===== config.mk =====
export PLATFORM = sky130hd
export DESIGN_NAME = max31865_rtd_filter_flat
export DESIGN_NICKNAME = d
export VERILOG_FILES = /design/src/rtl/max31865_rtd_filter_if.sv /design/src/rtl/max31865_rtd_filter.sv /design/src/flat_wrapper.sv
export SDC_FILE = /design/constraint.sdc
export NUM_CORES = 1
export LEC_CHECK = 0
export CORE_ASPECT_RATIO = 0.5
export CORE_MARGIN = 2
export CORE_UTILIZATION = 54
export CTS_CLUSTER_DIAMETER = 50
export DETAILED_ROUTE_END_ITERATION = 8
export PLACE_DENSITY = 0.87
export SYNTH_ARGS = -nofsm -noshare
export SYNTH_HDL_FRONTEND = slang
export SYNTH_SLANG_ARGS = --single-unit

===== constraint.sdc =====
create_clock -name clk -period 6.9 [get_ports clk]
set_clock_uncertainty 0.1 [all_clocks]
set_input_delay 1.38 -clock clk [delete_from_list [all_inputs] [get_ports clk]]
set_output_delay 1.38 -clock clk [all_outputs]
set_load 0.005 [all_outputs]

===== src/rtl/max31865_rtd_filter_if.sv =====
// Bus between the MAX31865 driver, the RTD filter and the system logic that consumes averages/faults.
// The driver side is "master"; the filter is "slave".
interface max31865_rtd_filter_if;
  logic [15:0]        rtd_data;
  logic               rtd_valid;
  logic               fault_clr;
  logic [14:0]        avg_code;
  logic signed [15:0] temp_x16;
  logic               avg_valid;
  logic               fault_latched;
  logic [7:0]         fault_cnt;

  modport master (
    output rtd_data, rtd_valid, fault_clr,
    input  avg_code, temp_x16, avg_valid, fault_latched, fault_cnt
  );

  modport slave (
    input  rtd_data, rtd_valid, fault_clr,
    output avg_code, temp_x16, avg_valid, fault_latched, fault_cnt
  );
endinterface


===== src/rtl/max31865_rtd_filter.sv =====
// Screens faulty MAX31865 RTD reads, block-averages good ones over 2^AVG_LOG2 samples,
// converts each average to 1/16 degC and latches a fault after FAULT_LIMIT consecutive faults.
module max31865_rtd_filter #(
  parameter int AVG_LOG2    = 2,
  parameter int FAULT_LIMIT = 3
) (
  input logic                  clk,
  input logic                  rstn,
  max31865_rtd_filter_if.slave bus
);

  localparam int             AW      = 15 + AVG_LOG2;
  localparam int             CW      = (AVG_LOG2 > 0) ? AVG_LOG2 : 1;
  localparam logic [CW-1:0]  CNT_MAX = CW'((1 << AVG_LOG2) - 1);
  localparam logic [7:0]     LIMIT   = 8'(FAULT_LIMIT);

  typedef enum logic {ACCUM, FAULTED} state_t;

  state_t        state, state_nxt;
  logic [AW-1:0] acc, acc_nxt;
  logic [CW-1:0] cnt, cnt_nxt;
  logic [7:0]    fcnt, fcnt_nxt;
  logic [14:0]   avg, avg_nxt;
  logic [15:0]   temp, temp_nxt;
  logic          vld, vld_nxt;

  logic [14:0]   code;
  logic          fault_bit;
  logic [AW-1:0] sum;
  logic [14:0]   sum_avg;
  logic [7:0]    fcnt_base;
  logic [7:0]    fcnt_inc;

  always_ff @(posedge clk or negedge rstn) begin
    if (!rstn) begin
      state <= ACCUM;
      acc   <= '0;
      cnt   <= '0;
      fcnt  <= '0;
      avg   <= '0;
      temp  <= '0;
      vld   <= 1'b0;
    end else begin
      state <= state_nxt;
      acc   <= acc_nxt;
      cnt   <= cnt_nxt;
      fcnt  <= fcnt_nxt;
      avg   <= avg_nxt;
      temp  <= temp_nxt;
      vld   <= vld_nxt;
    end
  end

  // A clear arriving with a sample in ACCUM resets the fault count before the sample is judged.
  always_comb begin
    code      = bus.rtd_data[15:1];
    fault_bit = bus.rtd_data[0];
    sum       = acc + AW'(code);
    sum_avg   = 15'(sum >> AVG_LOG2);
    fcnt_base = bus.fault_clr ? 8'd0 : fcnt;
    fcnt_inc  = (fcnt_base >= LIMIT) ? LIMIT : fcnt_base + 8'd1;

    state_nxt = state;
    acc_nxt   = acc;
    cnt_nxt   = cnt;
    fcnt_nxt  = fcnt;
    avg_nxt   = avg;
    temp_nxt  = temp;
    vld_nxt   = 1'b0;

    case (state)
      ACCUM: begin
        fcnt_nxt = fcnt_base;
        if (bus.rtd_valid) begin
          if (!fault_bit) begin
            fcnt_nxt = 8'd0;
            if (cnt < CNT_MAX) begin
              acc_nxt = sum;
              cnt_nxt = cnt + 1'b1;
            end else begin
              avg_nxt  = sum_avg;
              temp_nxt = {2'b00, sum_avg[14:1]} - 16'd4096;
              acc_nxt  = '0;
              cnt_nxt  = '0;
              vld_nxt  = 1'b1;
            end
          end else begin
            fcnt_nxt = fcnt_inc;
            if (fcnt_inc == LIMIT) begin
              state_nxt = FAULTED;
              acc_nxt   = '0;
              cnt_nxt   = '0;
            end
          end
        end
      end
      FAULTED: begin
        if (bus.fault_clr) begin
          state_nxt = ACCUM;
          fcnt_nxt  = 8'd0;
        end
      end
      default: state_nxt = ACCUM;
    endcase
  end

  assign bus.avg_code      = avg;
  assign bus.temp_x16      = temp;
  assign bus.avg_valid     = vld;
  assign bus.fault_latched = (state == FAULTED);
  assign bus.fault_cnt     = fcnt;

endmodule


===== src/flat_wrapper.sv =====
// flat-port wrapper written by rule: the top's interface ports become plain ports
module max31865_rtd_filter_flat 
#(
  parameter int AVG_LOG2    = 2,
  parameter int FAULT_LIMIT = 3
)
  (clk, rstn, bus_rtd_data, bus_rtd_valid, bus_fault_clr, bus_avg_code, bus_temp_x16, bus_avg_valid, bus_fault_latched, bus_fault_cnt);
  max31865_rtd_filter_if bus_i ();
  input logic clk;
  input logic rstn;
  input wire logic [$bits(bus_i.rtd_data)-1:0] bus_rtd_data;
  input wire logic [$bits(bus_i.rtd_valid)-1:0] bus_rtd_valid;
  input wire logic [$bits(bus_i.fault_clr)-1:0] bus_fault_clr;
  output wire logic [$bits(bus_i.avg_code)-1:0] bus_avg_code;
  output wire logic [$bits(bus_i.temp_x16)-1:0] bus_temp_x16;
  output wire logic [$bits(bus_i.avg_valid)-1:0] bus_avg_valid;
  output wire logic [$bits(bus_i.fault_latched)-1:0] bus_fault_latched;
  output wire logic [$bits(bus_i.fault_cnt)-1:0] bus_fault_cnt;
  assign bus_i.rtd_data = bus_rtd_data;
  assign bus_i.rtd_valid = bus_rtd_valid;
  assign bus_i.fault_clr = bus_fault_clr;
  assign bus_avg_code = bus_i.avg_code;
  assign bus_temp_x16 = bus_i.temp_x16;
  assign bus_avg_valid = bus_i.avg_valid;
  assign bus_fault_latched = bus_i.fault_latched;
  assign bus_fault_cnt = bus_i.fault_cnt;
  max31865_rtd_filter #(.AVG_LOG2(AVG_LOG2), .FAULT_LIMIT(FAULT_LIMIT)) u_core (.clk(clk), .rstn(rstn), .bus(bus_i));
endmodule

# After elaboration in Yosys (flattened, before gate mapping)
# Index checks and enable logic that the tools add are counted.
[op_classes] n_addsub=4 magnitude_cmp=2 n_eq_ne=2 muxes=20 n_bitwise=3 n_reduce_logical=2
[op_table] op="17-bit two-way mux" n=3
[op_table] op="8-bit two-way mux" n=4
[op_table] op="17-bit by 15-bit adder with 17-bit output" n=1
[op_table] op="8-bit case mux with 2 select lines" n=1
[op_table] op="14-bit by 13-bit subtractor with 15-bit output (second input constant)" n=1
[op_table] op="8-bit by 1-bit adder with 8-bit output (second input constant)" n=1
[op_table] op="8-bit by 2-bit equality test with 1-bit output (second input constant)" n=1
[op_table] op="8-bit by 2-bit greater-or-equal comparator with 1-bit output (second input constant)" n=1
[op_table] op="1-bit two-way mux" n=8
[op_table] op="2-bit two-way mux" n=3
[op_table] op="4-bit AND reduction" n=1
[op_table] op="1-bit inverter" n=3
[op_table] op="3-bit AND reduction" n=1
[op_table] op="2-bit by 1-bit adder with 2-bit output (second input constant)" n=1
[op_table] op="2-bit less-than comparator (second input constant)" n=1
[op_table] op="2-bit by 1-bit inequality test with 1-bit output (second input constant)" n=1
[op_table] op="1-bit case mux with 2 select lines" n=1
[totals] regBits=60 in_bits=20 output_inout_bits=41 wordCells=40

# Longest topological paths before layout
[logic_depth] word_depth=8 ltp_mapped=11 depth_no_buf=11

# Worst setup path after synthesis
# No wires, ideal clock.
[synth_path] path_kind="input -> register" from="in bus_rtd_data[10]" to="reg u_core.temp[13] (netlist: u_core.bus.temp_x16[13])" setup_time_ps=83 arrival_ps=3197 required_time_ps=6717 setup_slack_ps=3520 cell_stages=8 n_path_buf=0 cell_sequence="ha_1 a21oi_1 o21ai_0 or3b_2 o21ai_2 xnor2_1 ha_1 o21ai_0"
[synth_between] elab_chain_len=2
[synth_lines] element="start, declared" line="flat_wrapper.sv:11" text="input wire logic [$bits(bus_i.rtd_data)-1:0] bus_rtd_data;"
[synth_lines] element="17-bit by 15-bit adder with 17-bit output" line="max31865_rtd_filter.sv:58" text="sum = acc + AW'(code);"
[synth_lines] element="14-bit by 13-bit subtractor with 15-bit output" line="max31865_rtd_filter.sv:82" text="temp_nxt = {2'b00, sum_avg[14:1]} - 16'd4096;"
[synth_lines] element="end signal, assigned" line="max31865_rtd_filter.sv:49" text="temp <= temp_nxt;"
[synth_lines] element="end, declared" line="max31865_rtd_filter.sv:24" text="logic [15:0] temp, temp_nxt;"
# Every way passes these cells.
# A chain may end at the register's enable or synchronous reset.

# Worst setup path in the final report
# Same ends and word-level chain as after synthesis.

==> metrics.sh <==
STATUS='completed'
SYNTHESIS.NETS=326
ROUTED_VIA_DENSITY=5.677
WORST_HOLD_PATH_TYPE='reg -> reg'
HTREE_NUM_LEVELS=2
ARRIVAL_PS=3900
WORSTSKEWPAIRLATENCY_PS=310
NUMBER_OF_WARNING_MESSAGES_IN_THE_YOSYS_LOG=0
CLK_PIN_SLEW_PS=90
DESIGN.PORTCOUNT=61
MAXCLOCKFREQUENCY_MHz=264.2
RRSETUPSLACK_PS=4220
N_ANTENNA_CELL=0
SYNTH-ASYNC-RESET-RATIO_PCT=100.0
POSTCTSHOLDBUFS=0
CLOCKROOTBUFFER='sky130_fd_sc_hd__clkbuf_8'
YOSYS_REGISTER_BITS=47
CTS_SETUP_BUFFERS=0
POST_ROUTE_CELLS_DRIVE_ABOVE_1_SHARE_PCT=7.207
SETUP.WORST_PATH.END_CLASS='flip-flop'
FINAL_CORE_UTIL_PCT=69.38
NUM-FILL-CELLS=371
LARGEST_NET_DEGREE_AT_THE_START_OF_GLOBAL_ROUTING=48
FINALCRITICALPERIOD_PS=3785
MULTIINPUTGATEAREA_MM2=0.001361
SYN_INST=287
START_KIND='primary input'
CRITICAL_PATH_CELL_BY_CELL='clkdlybuf4s50_1 > ha_1 > a21oi_1 > o21ai_0 > or3b_2 > o21ai_2 > xnor2_1 > ha_1 > o21ai_0'
WORSTPATHREQUIRED_PS=7010
WORST_IR_DROP_VDD_uV=149.4
CRITICAL-PATH-SLOWEST-CELL='sky130_fd_sc_hd__or3b_2'
FINALHOLDVIOLCOUNT=0
AREA_OF_THE_PLACEABLE_CORE_MM2=0.004887
GRT.TOTAL_USAGE_PCT=22.55
FINALHOLDWORSTSLACK_PS=402.7
SEQUENTIAL_CELL_AREA_MM2=0.001176
TIMING.FINAL.MAX_SLEW_VIOLATIONS=0
SYNTH-SEQ-AREA-SHARE_PCT=43.38
FIN_NETS=371
CTS.REPAIR.RESIZED=0
DIE_W_UM=104.2
P_PER_AREA_mW_PER_MM2=411.4
RSZ_0062_RAISED_AFTER_GLOBAL_ROUTING='false'
GRT_PASS1_VIAS=2197
WORST-SETUP-PATH-TYPE='in -> reg'
TRITONCTS='done'
MAXCAPVIOLATIONS=0
SYNTH-EDFF-COUNT=0
POST_SYNTH_NUM_CELL_TYPES=44
FIRST_ITER_VIOLATIONS=88
FLOORPLAN.INITIALDENSITY_PCT=55.48
DRT_WIRELENGTH_UM=6058
FIN_TOTAL_PWR_mW=1.395
CLOCK-SINKS=47
ROUTE.VIAS.TOTAL=2288
DPL-INSTANCE-AREA_MM2=0.003258
TIMING.SLEW.HEADROOM_PCT=29.62
ANTENNA_FOUND_INITIAL=0
POST-DP-HPWL_UM=4368
POST_SYNTH.CELL_AREA_AVG_UM2=9.447
CRITICAL_PATH.N_BUFFERS_INVERTERS=1
DRT_PRE_ANTENNA_ITERS=4
FINAL_ESTIMATED_ROUTING_CONGESTION_IN_GLOBAL_PLACEMENT=0.9509
STD_CELL_ROWS=18
DRCVIOLATIONCOUNT=0
WORST_PATH_LARGEST_CELL_DELAY_PS=560
ANTENNA_LEFT=0
FINAL_CELL_AREA_MM2=0.003391
AREA.GROWTH.SYNTH_TO_FINAL_PCT=25.06
REPORT.FINAL.SETUP_VIOL=0
CLK_PATH_BUF_DEPTH=2
POST_SYN_AREA_MM2=0.002711
TIMING_WORST_SLEW_PIN_VALUE_PS=1056
CRIT_FANOUT=5
TIMING.SETUP.TNS_PS=0
LEAKAGEPOWER_nW=1.515
PORTBUFFERS=60
CHIPHEIGHT_UM=54.11
FINALCRITPERIODSHARE_PCT=54.85
WL_PER_CELL_UM=15.03
SYNTH-MAIN-FF-CELL='sky130_fd_sc_hd__dfrtp_1'
CTS_MADE_BUFFERS=5
FIRST_PASS_GRT_WIRE_LENGTH_UM=9963
FLOORPLAN.DIE_AREA_MM2=0.005638
GR-TOTAL-OVERFLOW=0
PATH_DELAY_FAMILY='compound AO/OA/AOI/OAI gates'
[per-layer routing]
metal	wire length, µm	part of all wire, %	track usage [%]
met5	0	0	0
met2	2958	49	40.35
met1	2674	44	27.44
met3	345	5.7	5.327
met4	80	1.3	9.009
[synth_stat cells (2+ instances only)]
cell type	n	area (µm²)
sky130_fd_sc_hd__a22o_1	7	61.31
sky130_fd_sc_hd__clkbuf_1	5	18.77
sky130_fd_sc_hd__a21oi_2	2	17.52
sky130_fd_sc_hd__o211ai_2	2	25.02
sky130_fd_sc_hd__dfrtp_1	47	1176
sky130_fd_sc_hd__mux2_2	3	33.78
sky130_fd_sc_hd__o21ai_2	2	17.52
sky130_fd_sc_hd__o211ai_1	6	45.04
sky130_fd_sc_hd__xor2_1	6	52.55
sky130_fd_sc_hd__nor3_1	2	10.01
sky130_fd_sc_hd__or3_1	2	12.51
sky130_fd_sc_hd__o21ai_0	33	165.2
sky130_fd_sc_hd__buf_2	4	20.02
sky130_fd_sc_hd__ha_1	18	225.2
sky130_fd_sc_hd__nand2b_1	3	18.77
sky130_fd_sc_hd__xnor2_1	8	70.07
sky130_fd_sc_hd__a21oi_1	19	95.09
sky130_fd_sc_hd__and2_1	6	37.54
sky130_fd_sc_hd__nor2_1	12	45.04
sky130_fd_sc_hd__a21o_1	2	15.01
sky130_fd_sc_hd__inv_1	10	37.54
sky130_fd_sc_hd__nand2_1	45	168.9
sky130_fd_sc_hd__nor2b_1	2	12.51
sky130_fd_sc_hd__nand3_1	9	45.04
sky130_fd_sc_hd__buf_4	13	97.59
[cell families after synthesis]
family | after synthesis | synth area share (%)
xor gates and xnor gates | 14 | 4.522
adders and majority gates | 19 | 9.045
AOI/OAI and AO/OA | 85 | 20.86
DFF | 47 | 43.38
and+or+nand+nor | 87 | 14.54
buffers and inverters | 32 | 6.415
muxes | 3 | 1.246
[layout make-up]
type	count	area share [%]
clock inverter	2	1.771
timing repair buffer	60	17.56
multi-input combinational	208	40.15
clock buffer	6	2.140
tap	70	2.583
inverter	10	1.107
sequential	47	34.69
[layout by cell type, fill, tap and decap left out, types with 3 or more instances in the layout]
cell type and n:
sky130_fd_sc_hd__a21oi_1 19, sky130_fd_sc_hd__a22o_1 7, sky130_fd_sc_hd__and2_1 6, sky130_fd_sc_hd__clkbuf_8 5, sky130_fd_sc_hd__clkdlybuf4s50_1 59, sky130_fd_sc_hd__dfrtp_1 47
sky130_fd_sc_hd__ha_1 18, sky130_fd_sc_hd__inv_1 10, sky130_fd_sc_hd__mux2_2 3, sky130_fd_sc_hd__nand2_1 45, sky130_fd_sc_hd__nand2b_1 3, sky130_fd_sc_hd__nand3_1 9
sky130_fd_sc_hd__nor2_1 12, sky130_fd_sc_hd__o211ai_1 6, sky130_fd_sc_hd__o21ai_0 33, sky130_fd_sc_hd__xnor2_1 8, sky130_fd_sc_hd__xor2_1 6
[path summary, 6_finish.rpt]
path / startpoint / end / depth (start not counted)
max in group asynchronous: rstn / u_core.bus.fault_latched / 1
worst min register to register: u_core.bus.temp_x16[6] / u_core.bus.temp_x16[6] / 2
worst min-delay path: u_core.bus.temp_x16[6] / u_core.bus.temp_x16[6] / 2
min in group asynchronous: rstn / u_core.acc[6] / 1
worst max register to register: u_core.acc[9] / u_core.bus.temp_x16[13] / 8
worst max-delay path: bus_rtd_data[10] / u_core.bus.temp_x16[13] / 9
[worst register-to-register path, stage by stage, from the launching register on]
cell	delay (ps)
sky130_fd_sc_hd__dfrtp_1	390
sky130_fd_sc_hd__ha_1	350
sky130_fd_sc_hd__a21oi_1	210
sky130_fd_sc_hd__o21ai_0	200
sky130_fd_sc_hd__or3b_2	560
sky130_fd_sc_hd__o21ai_2	190
sky130_fd_sc_hd__xnor2_1	150
sky130_fd_sc_hd__ha_1	240
sky130_fd_sc_hd__o21ai_0	180
[state kept, by name, indices dropped and copies added, names as in the netlist]
name,count
u_core.bus.avg_code,3
u_core.bus.fault_cnt,8
u_core.bus.fault_latched,1
u_core.cnt,2
u_core.bus.avg_valid,1
u_core.bus.temp_x16,15
u_core.acc,17
[per-stage QoR]
stage	setup slack [ps]	instances
after global routing	2975	403
final	3115	403
after floorplan	3520	287
after CTS	3145	403
after detailed placement	2847	395
after global placement	2950	395
[power breakdown]
group,switching (mW),leakage (nW),internal (mW)
Sequential,0.0681,0.606,0.374
Combinational,0.355,0.844,0.358
Clock,0.0959,0.0654,0.145
Total,0.519,1.52,0.876
Note: power is estimated with default switching activity, not from simulation.
